==> src/rtl/touch_adc_reader.sv <==
// ADS7843-style touch ADC reader: X/Y frames while the pen is down, averaged per set, strobed out.
// Optional build macro TOUCH_DUP_SUPPRESS_EN suppresses strobes that repeat the last emitted pair.
module touch_adc_reader #(
    parameter int unsigned CLK_DIV  = 50,
    parameter int unsigned AVG_LOG2 = 2,
    parameter int unsigned GAP      = 50000
) (
    input  logic        clock,
    input  logic        reset,
    input  logic        iPENIRQ_n,
    input  logic        iADC_DOUT,
    output logic        oADC_CS_n,
    output logic        oADC_DCLK,
    output logic        oADC_DIN,
    output logic [11:0] x_coord,
    output logic [11:0] y_coord,
    output logic        new_coord
);

    localparam int unsigned ACC_W  = 12 + AVG_LOG2;
    localparam int unsigned DIV_W  = (CLK_DIV > 2) ? $clog2(CLK_DIV) : 1;
    localparam int unsigned GAP_W  = (GAP > 2) ? $clog2(GAP) : 1;
    localparam int unsigned PAIR_W = AVG_LOG2 + 1;
    localparam int unsigned PAIRS  = 1 << AVG_LOG2;

    localparam logic [7:0] CMD_X     = 8'hD0;
    localparam logic [7:0] CMD_Y     = 8'h90;
    localparam logic [5:0] LAST_SLOT = 6'd49;
    localparam logic [5:0] FIRST_RX  = 6'd20;
    localparam logic [5:0] LAST_RX   = 6'd42;

    typedef enum logic [2:0] {
        ST_IDLE,
        ST_FRAME_X,
        ST_FRAME_Y,
        ST_PAIR_CHECK,
        ST_EMIT,
        ST_GAP
    } state_t;

    state_t              state;
    logic                pen_meta;
    logic                pen_sync;
    logic                pen_down;
    logic [DIV_W-1:0]    div_cnt;
    logic [5:0]          slot;
    logic [5:0]          next_slot;
    logic                div_done;
    logic [7:0]          cmd;
    logic [7:0]          cmd_sh;
    logic [11:0]         rx_shift;
    logic [11:0]         x_sample;
    logic [ACC_W-1:0]    acc_x;
    logic [ACC_W-1:0]    acc_y;
    logic [PAIR_W-1:0]   pair_cnt;
    logic [GAP_W-1:0]    gap_cnt;
    logic [11:0]         avg_x;
    logic [11:0]         avg_y;
`ifdef TOUCH_DUP_SUPPRESS_EN
    logic [11:0]         last_x;
    logic [11:0]         last_y;
`endif

    always_ff @(posedge clock or posedge reset) begin
        if (reset) begin
            pen_meta <= 1'b1;
            pen_sync <= 1'b1;
        end else begin
            pen_meta <= iPENIRQ_n;
            pen_sync <= pen_meta;
        end
    end

    always_comb begin
        pen_down  = ~pen_sync;
        cmd       = (state == ST_FRAME_X) ? CMD_X : CMD_Y;
        div_done  = (div_cnt == DIV_W'(CLK_DIV - 1));
        next_slot = slot + 6'd1;
        avg_x     = 12'(acc_x >> AVG_LOG2);
        avg_y     = 12'(acc_y >> AVG_LOG2);
    end

    // A frame is 50 slots of CLK_DIV clocks: slot 0 is the CS-high gap, slot 1 drops CS,
    // slots 2..49 carry the 48 DCLK edges, and CS rises when slot 49 expires.
    always_ff @(posedge clock or posedge reset) begin
        if (reset) begin
            state     <= ST_IDLE;
            oADC_CS_n <= 1'b1;
            oADC_DCLK <= 1'b0;
            oADC_DIN  <= 1'b0;
            x_coord   <= '0;
            y_coord   <= '0;
            new_coord <= 1'b0;
            div_cnt   <= '0;
            slot      <= '0;
            cmd_sh    <= '0;
            rx_shift  <= '0;
            x_sample  <= '0;
            acc_x     <= '0;
            acc_y     <= '0;
            pair_cnt  <= '0;
            gap_cnt   <= '0;
`ifdef TOUCH_DUP_SUPPRESS_EN
            last_x    <= '1;
            last_y    <= '1;
`endif
        end else begin
            new_coord <= 1'b0;
            case (state)
                ST_IDLE: begin
`ifdef TOUCH_DUP_SUPPRESS_EN
                    last_x <= '1;
                    last_y <= '1;
`endif
                    if (pen_down) begin
                        div_cnt <= '0;
                        slot    <= '0;
                        state   <= ST_FRAME_X;
                    end
                end

                ST_FRAME_X, ST_FRAME_Y: begin
                    if (div_done) begin
                        div_cnt <= '0;
                        if (slot == LAST_SLOT) begin
                            slot      <= '0;
                            oADC_CS_n <= 1'b1;
                            oADC_DIN  <= 1'b0;
                            if (state == ST_FRAME_X) begin
                                x_sample <= rx_shift;
                                state    <= ST_FRAME_Y;
                            end else begin
                                state    <= ST_PAIR_CHECK;
                            end
                        end else begin
                            slot <= next_slot;
                            if (next_slot == 6'd1) begin
                                oADC_CS_n <= 1'b0;
                                oADC_DIN  <= cmd[7];
                                cmd_sh    <= {cmd[6:0], 1'b0};
                            end else if (!next_slot[0]) begin
                                oADC_DCLK <= 1'b1;
                                if (next_slot >= FIRST_RX && next_slot <= LAST_RX) begin
                                    rx_shift <= {rx_shift[10:0], iADC_DOUT};
                                end
                            end else begin
                                oADC_DCLK <= 1'b0;
                                oADC_DIN  <= cmd_sh[7];
                                cmd_sh    <= {cmd_sh[6:0], 1'b0};
                            end
                        end
                    end else begin
                        div_cnt <= div_cnt + DIV_W'(1);
                    end
                end

                ST_PAIR_CHECK: begin
                    if (pair_cnt == PAIR_W'(PAIRS - 1)) begin
                        acc_x    <= acc_x + ACC_W'(x_sample);
                        acc_y    <= acc_y + ACC_W'(rx_shift);
                        pair_cnt <= pair_cnt + PAIR_W'(1);
                        state    <= ST_EMIT;
                    end else if (pen_down) begin
                        acc_x    <= acc_x + ACC_W'(x_sample);
                        acc_y    <= acc_y + ACC_W'(rx_shift);
                        pair_cnt <= pair_cnt + PAIR_W'(1);
                        // This clock is the first of the next inter-frame gap slot.
                        div_cnt  <= DIV_W'(1);
                        slot     <= '0;
                        state    <= ST_FRAME_X;
                    end else begin
                        acc_x    <= '0;
                        acc_y    <= '0;
                        pair_cnt <= '0;
                        state    <= ST_IDLE;
                    end
                end

                ST_EMIT: begin
`ifdef TOUCH_DUP_SUPPRESS_EN
                    if (avg_x != last_x || avg_y != last_y) begin
                        x_coord   <= avg_x;
                        y_coord   <= avg_y;
                        new_coord <= 1'b1;
                        last_x    <= avg_x;
                        last_y    <= avg_y;
                    end
`else
                    x_coord   <= avg_x;
                    y_coord   <= avg_y;
                    new_coord <= 1'b1;
`endif
                    acc_x    <= '0;
                    acc_y    <= '0;
                    pair_cnt <= '0;
                    gap_cnt  <= '0;
                    state    <= ST_GAP;
                end

                ST_GAP: begin
                    if (gap_cnt == GAP_W'(GAP - 1)) begin
                        gap_cnt <= '0;
                        div_cnt <= '0;
                        slot    <= '0;
                        state   <= pen_down ? ST_FRAME_X : ST_IDLE;
                    end else begin
                        gap_cnt <= gap_cnt + GAP_W'(1);
                    end
                end

                default: state <= ST_IDLE;
            endcase
        end
    end

endmodule

==> config.mk <==
export PLATFORM = sky130hd
export DESIGN_NAME = touch_adc_reader
export DESIGN_NICKNAME = d
export VERILOG_FILES = /design/src/rtl/touch_adc_reader.sv
export SDC_FILE = /design/constraint.sdc
export NUM_CORES = 1
export LEC_CHECK = 0
export CAP_MARGIN = 20
export CORE_MARGIN = 2
export CORE_UTILIZATION = 65
export CTS_CLUSTER_DIAMETER = 150
export DETAILED_ROUTE_END_ITERATION = 10
export GPL_TIMING_DRIVEN = 0
export PLACE_DENSITY_LB_ADDON = 0.05
export SYNTH_ARGS = -nofsm -noshare
export SYNTH_HDL_FRONTEND = slang
export SYNTH_SLANG_ARGS = --single-unit
==> constraint.sdc <==
create_clock -name clock -period 8 [get_ports clock]
set_input_delay 1.6 -clock clock [delete_from_list [all_inputs] [get_ports clock]]
set_output_delay 1.6 -clock clock [all_outputs]
set_load 0.02 [all_outputs]
== Word level (Yosys, flattened, before mapping) ==
Index checks and enable logic that the tools add are counted.

* Shift operators: 0
* $lt $le $gt $ge: 2
* Bitwise gates (word level): 3
* Muxes and demuxes: 40
* Add/sub/neg operators: 6
* Reduce and logical (&&, ||, !) cells: 18
* Equal/unequal tests: 16
* Multiply operators: 0
* Divide/modulo/power cells: 0

{| class="wikitable"
|+ Operators with widths
! kind !! count
|-
| 14-bit 2-to-1 mux || 4
|-
| 14-bit one-hot mux with 2 select lines || 2
|-
| 6-bit 2-to-1 mux || 9
|-
| 6-bit one-hot mux with 4 select lines || 2
|-
| 16-bit one-hot mux with 2 select lines || 1
|-
| 14-bit by 12-bit adder with 14-bit output || 2
|-
| 3-bit 2-to-1 mux || 7
|-
| 4-bit AND reduction || 5
|-
| 16-bit by 1-bit adder with 16-bit output (second input constant) || 1
|-
| 16-bit == test (second input constant) || 1
|-
| 16-bit 2-to-1 mux || 1
|-
| 8-bit 2-to-1 mux || 2
|-
| 3-bit one-hot mux with 5 select lines || 1
|-
| 6-bit by 1-bit adder with 6-bit output (second input constant) || 2
|-
| 6-bit == test (second input constant) || 2
|-
| 2-bit != test (second input constant) || 6
|-
| 3-bit by 2-bit == test with 1-bit output (second input constant) || 3
|-
| 1-bit 2-to-1 mux || 9
|-
| 2-bit nonzero test || 4
|-
| 7-bit 2-to-1 mux || 1
|-
| 3-bit == test (second input constant) || 2
|-
| 6-bit by 1-bit == test with 1-bit output (second input constant) || 1
|-
| 6-bit by 5-bit >= comparator with 1-bit output (second input constant) || 1
|-
| 6-bit <= comparator (second input constant) || 1
|-
| 12 further kinds || 15
|}

* Register bits after elaboration: 124
* Bits in read-only memories: 0
* Memories: 0
* Input port bits: 4
* Bits in latches: 0
* Output and inout port bits: 28
* Logic and storage cells: 103
* RAM bits: 0

== Logic depth before layout (Yosys ltp) ==
* Depth after elaboration: 5
* Depth in mapped cells: 9
* Mapped depth without buffers: 9

== Worst setup path after synthesis ==
No wires, ideal clock.

* Kind: register -> register
* From: register slot[0]
* To: register rx_shift[0]
* Slack: 5.685 ns
* Library setup time: 0.125 ns
* Data arrival time: 2.190 ns
* Cell stages (with the launch flop): 10
* Period minus slack after synthesis: 2.315 ns
* Data required time: 7.875 ns
* Path buffers: 2
* Cell sequence: dfrtp_1 > buf_6 > inv_1 > ha_1 > a21oi_1 > o22ai_1 > a21o_1 > a311oi_4 > buf_12 > mux2_4

* Longest elaborated chain between the ends: 4
* Elaborated cells on any way between the ends: 10
* Classes of those cells: add/sub (1); order compare (2); eq/ne (2); bitwise (3); reduce/logical (2)

{| class="wikitable"
|+ RTL lines
! what !! RTL line !! source
|-
| from (decl) || 46 || <nowiki>logic [5:0] slot;</nowiki>
|-
| from (signal assigned) || 136 || <nowiki>slot <= next_slot;</nowiki>
|-
| 6-bit by 1-bit adder with 6-bit output || 78 || <nowiki>next_slot = slot + 6'd1;</nowiki>
|-
| 6-bit by 5-bit >= comparator with 1-bit output, or another cell as far along || 143 || <nowiki>if (next_slot >= FIRST_RX && next_slot <= LAST_RX) begin</nowiki>
|-
| 1-bit logical AND / 1-bit NOT (equally long branches) || - ||
|-
| 6-bit AND reduction (no line) * || - ||
|-
| to (signal assigned) || 144 || <nowiki>rx_shift <= {rx_shift[10:0], iADC_DOUT};</nowiki>
|-
| to (decl) || 51 || <nowiki>logic [11:0] rx_shift;</nowiki>
|}

Every way passes the cells marked *; elsewhere a longest branch is shown, timed or not.
A chain may end at the register's enable or synchronous reset.

== Worst setup path after layout ==
* From: register oADC_CS_n
* To: output port oADC_CS_n

{| class="wikitable"
|+ RTL lines
! what !! RTL line !! source
|-
| from (decl) || 12 || <nowiki>output logic oADC_CS_n,</nowiki>
|-
| from (signal assigned) || 88 || <nowiki>oADC_CS_n <= 1'b1;</nowiki>
|-
| from (signal assigned) || 127 || <nowiki>oADC_CS_n <= 1'b1;</nowiki>
|-
| from (signal assigned) || 138 || <nowiki>oADC_CS_n <= 1'b0;</nowiki>
|}

No word-level cell between the ends.

==> key figures <==
Outcome
  – Status: completed

Worst setup path
  – CP max FO: 2
  – CP delay by family, top: buffers and inverters
  – RR Startpoint: state[2]
  – Cells on worst reg2reg path: 8
  – Worst path slowest cell: clkdlybuf4s50_1
  – Crit. Startpoint: oADC_CS_n
  – Worst flop-to-flop path endpoint: acc_x[2]
  – Critical path class: flop to output pin
  – Req. time, crit path: roughly 6.4 ns
  – Crit path DAT: 1.66 ns
  – R2R setup slack: 5.32 ns
  – Critical path buffers and inverters: 1
  – Startpoint type of the worst setup path: flop
  – Max incr delay on CP: ~0.6 ns
  – Critical Path End Type: output pin
  – Worst-path cell chain: clkdlybuf4s50_1

CTS
  – Worst-Skew Late Latency: roughly 0.54 ns
  – Root Buffer: clkbuf_8
  – Worst-path clk slew: about 0.060 ns
  – # clock sinks: 119
  – CTS HTree Levels: 4
  – Setup bufs post-CTS: 0
  – CTS tree: built
  – CTS Buf Count: 17
  – Hold_buf cts: 0
  – Post-CTS resize count: 0
  – Maximum clock path buffer count: 2

Hold path
  – Hold path cells: 0
  – Hold EP: pen_sync
  – Hold Startpoint: pen_meta
  – Hold Path Class: flop to flop

Routing
  – Vias per cell: 6.10
  – Post-route DRC: 0
  – 1st-iter DRT viols: between 200 and 250
  – Drt pass-1 iters: 5
  – Vias: between 5000 and 6000
  – Routed Antenna Nets: 0
  – Routed length per instance: 17.5 um
  – Final WL: 14600 um

Logic synthesis
  – Syn nets: approximately 680
  – Top cells by count, synth: 116 x dfrtp_1, 69 x nand2_1, 62 x o21ai_0
  – Yosys top cell by area: dfrtp_1
  – Post-synthesis register bit count: between 100 and 150
  – Post-synthesis sequential area ratio: 0.455
  – Synthesized area: approximately 0.0065 mm^2
  – Synth top area share: 0.443
  – Main synth FF type: dfrtp_1
  – Synth cell types: 75
  – Mapped Avg Cell Area: around 10 um^2
  – YS warnings: 0
  – Syn Inst Count: between 600 and 700
  – Leading cell types by total area after synthesis: dfrtp_1 44%, ha_1 6.1%, mux2_2 5.3%, o21ai_0 4.7%, nand2_1 4.0%
  – Top-count cell post-synth: dfrtp_1
  – EDFF count, synth: 0
  – Ys async rst share: 1.00

Floorplanning
  – Die W: approximately 100 um
  – Die Span Y: 104 um
  – Initial core utilization: 0.670
  – Rows: 36
  – Ports: 32
  – Core area: 0.00977 mm^2
  – Die Area: around 0.011 mm^2

Timing
  – Slew Limit Fails: 0
  – Final Cycle Share: 0.408
  – RSZ-0062 raised after global routing: no
  – Period minus WS final: 3.26 ns
  – Final count of negative-setup-slack endpoints: 0
  – Final hold violation count: 0
  – FMAX: 307 MHz
  – Slew @ Worst Pin: approximately 0.67 ns
  – Setup TNS: 0 ns
  – Relative slew slack: 0.554
  – Clock skew: 0.00727 ns

Power
  – Gate power share: 0.011
  – Leak: between 0.003 and 0.004 uW
  – Max IR drop VDD: ~0.00017 V
  – Power density cells: around 180 mW/mm^2
  – Share of power burned in registers: 0.427
  – Sw Ratio: 0.212
  – Clock power frac: 0.562
  – P_sw: 300 uW
  – P_int: between 1000 and 1500 uW

Final layout
  – Fraction of layout cells with a size suffix above 1: 0.148
  – Number of diodes: 0
  – P&R area growth vs syn: 17.2%
  – Fillers: between 600 and 700
  – Finished Core Util: 0.785
  – Total Nets Final: slightly above 700

Place
  – Gp weighted congestion: 0.874
  – Port Buffer Count: 31
  – HPWL after detailed placement: between 9000 and 10000 um

Global routing
  – Global route overflow: 0
  – Vias in the first global route: approximately 5200
  – Total Routing Usage GR: 0.291
  – Largest net degree at the start of global routing: 81
  – First-pass GRT wire length: 25200 um
  – Initial antenna violation count: 0

Run
  – Max-Cap Viols: 0
-- cells by family after synthesis --
family,after synthesis,synth area share
AOI/OAI and AO/OA,190,0.188
adders and majority gates,34,0.0673
and+or+nand+nor,173,0.134
DFF,119,0.455
buffers and inverters,53,0.0401
muxes,49,0.0900
xor gates and xnor gates,19,0.0254
-- stage by stage --
step / hold WS [ns] / power [uW] / instance area (um^2) / instances / worst slack [ns]
after floorplan: 0.345 / 624 / 6550 / 637 / 3.25
after global placement: 0.347 / 628 / 7020 / 801 / 1.65
after detailed placement: 0.354 / 630 / 7060 / 802 / 5.23
after CTS: 0.363 / 1420 / 7670 / 834 / 4.72
after global routing: 0.363 / 1460 / 7670 / 834 / 4.71
final: 0.362 / 1410 / 7670 / 834 / 4.74
-- registers in the layout, summed over array words and instances, names as in the netlist, 3 cells and up --
| signal | flops |
|---|---|
| gap_cnt | 16 |
| cmd_sh | 3 |
| div_cnt | 6 |
| rx_shift | 12 |
| acc_x | 14 |
| pair_cnt | 3 |
| acc_y | 14 |
| slot | 6 |
| x_coord | 12 |
| y_coord | 12 |
| state | 3 |
| x_sample | 12 |
-- worst max-delay path by stage --
| stage | to | slack (ns) | cells after the start |
|---|---|---|---|
| after floorplan | acc_x[0] | 3.25 | 1 |
| after global placement | slot[4] | 1.65 | 2 |
| after detailed placement | oADC_CS_n | 5.23 | 3 |
| after CTS | oADC_CS_n | 4.72 | 1 |
| after global routing | oADC_CS_n | 4.71 | 1 |
| final | oADC_CS_n | 4.74 | 1 |
-- routing by layer --
layer / vias up / GRT usage / part of all wire
met5: - / 0 / 0
met4: 0 / 0.135 / 0.027
met3: 38 / 0.0520 / 0.044
met2: 151 / 0.489 / 0.50
met1: 2480 / 0.364 / 0.42
li1: 2415 / - / -
-- layout by cell type, fill, tap and decap left out, drive strengths merged, types with 4 or more instances in the layout --
master / count
nor2b: 9
nand2b: 9
clkbuf: 31
a211oi: 9
a22o: 6
o22ai: 6
clkdlybuf4s50: 31
o21ai: 76
a21o: 8
a21oi: 36
or3: 5
inv: 26
dfrtp: 116
nand2: 70
clkinv: 6
and2: 4
clkinvlp: 4
nand4: 4
ha: 32
o21a: 5
nor3: 7
buf: 14
bufinv: 4
o31ai: 8
nand3: 15
xnor2: 10
mux2: 49
nor2: 27
and3: 9
xor2: 9
-- worst reg2reg max path, stage by stage, from the launching register on --
cell      delay, ns
dfrtp_1        0.45
nand2b_1       0.10
clkbuf_1       0.35
nor2_1         0.11
nor2_1         0.19
clkbuf_1       0.53
clkbuf_1       0.58
nand2_1        0.14
o41ai_1        0.10
-- power groups by stage --
| stage | sequential [uW] | combinational, uW | clock [uW] |
|---|---|---|---|
| 2_1_floorplan | 614 | 9.30 | 0 |
| 3_3_place_gp | 614 | 13.9 | 0 |
| 3_5_place_dp | 614 | 16.1 | 0 |
| 4_1_cts | 604 | 16.3 | 802 |
| 5_1_grt | 603 | 18.5 | 834 |
| 6_report | 604 | 15.4 | 794 |
-- cell type report --
cell class	count	area [um^2]	area share
buffer	28	169	0.0220
tap	133	166	0.0217
clock buffer	17	414	0.0540
sequential	119	2980	0.389
clock inverter	15	204	0.0266
multi-input combinational	465	3300	0.430
timing repair buffer	32	338	0.0440
inverter	25	98.8	0.0129
(Power assumes the default switching activity.)
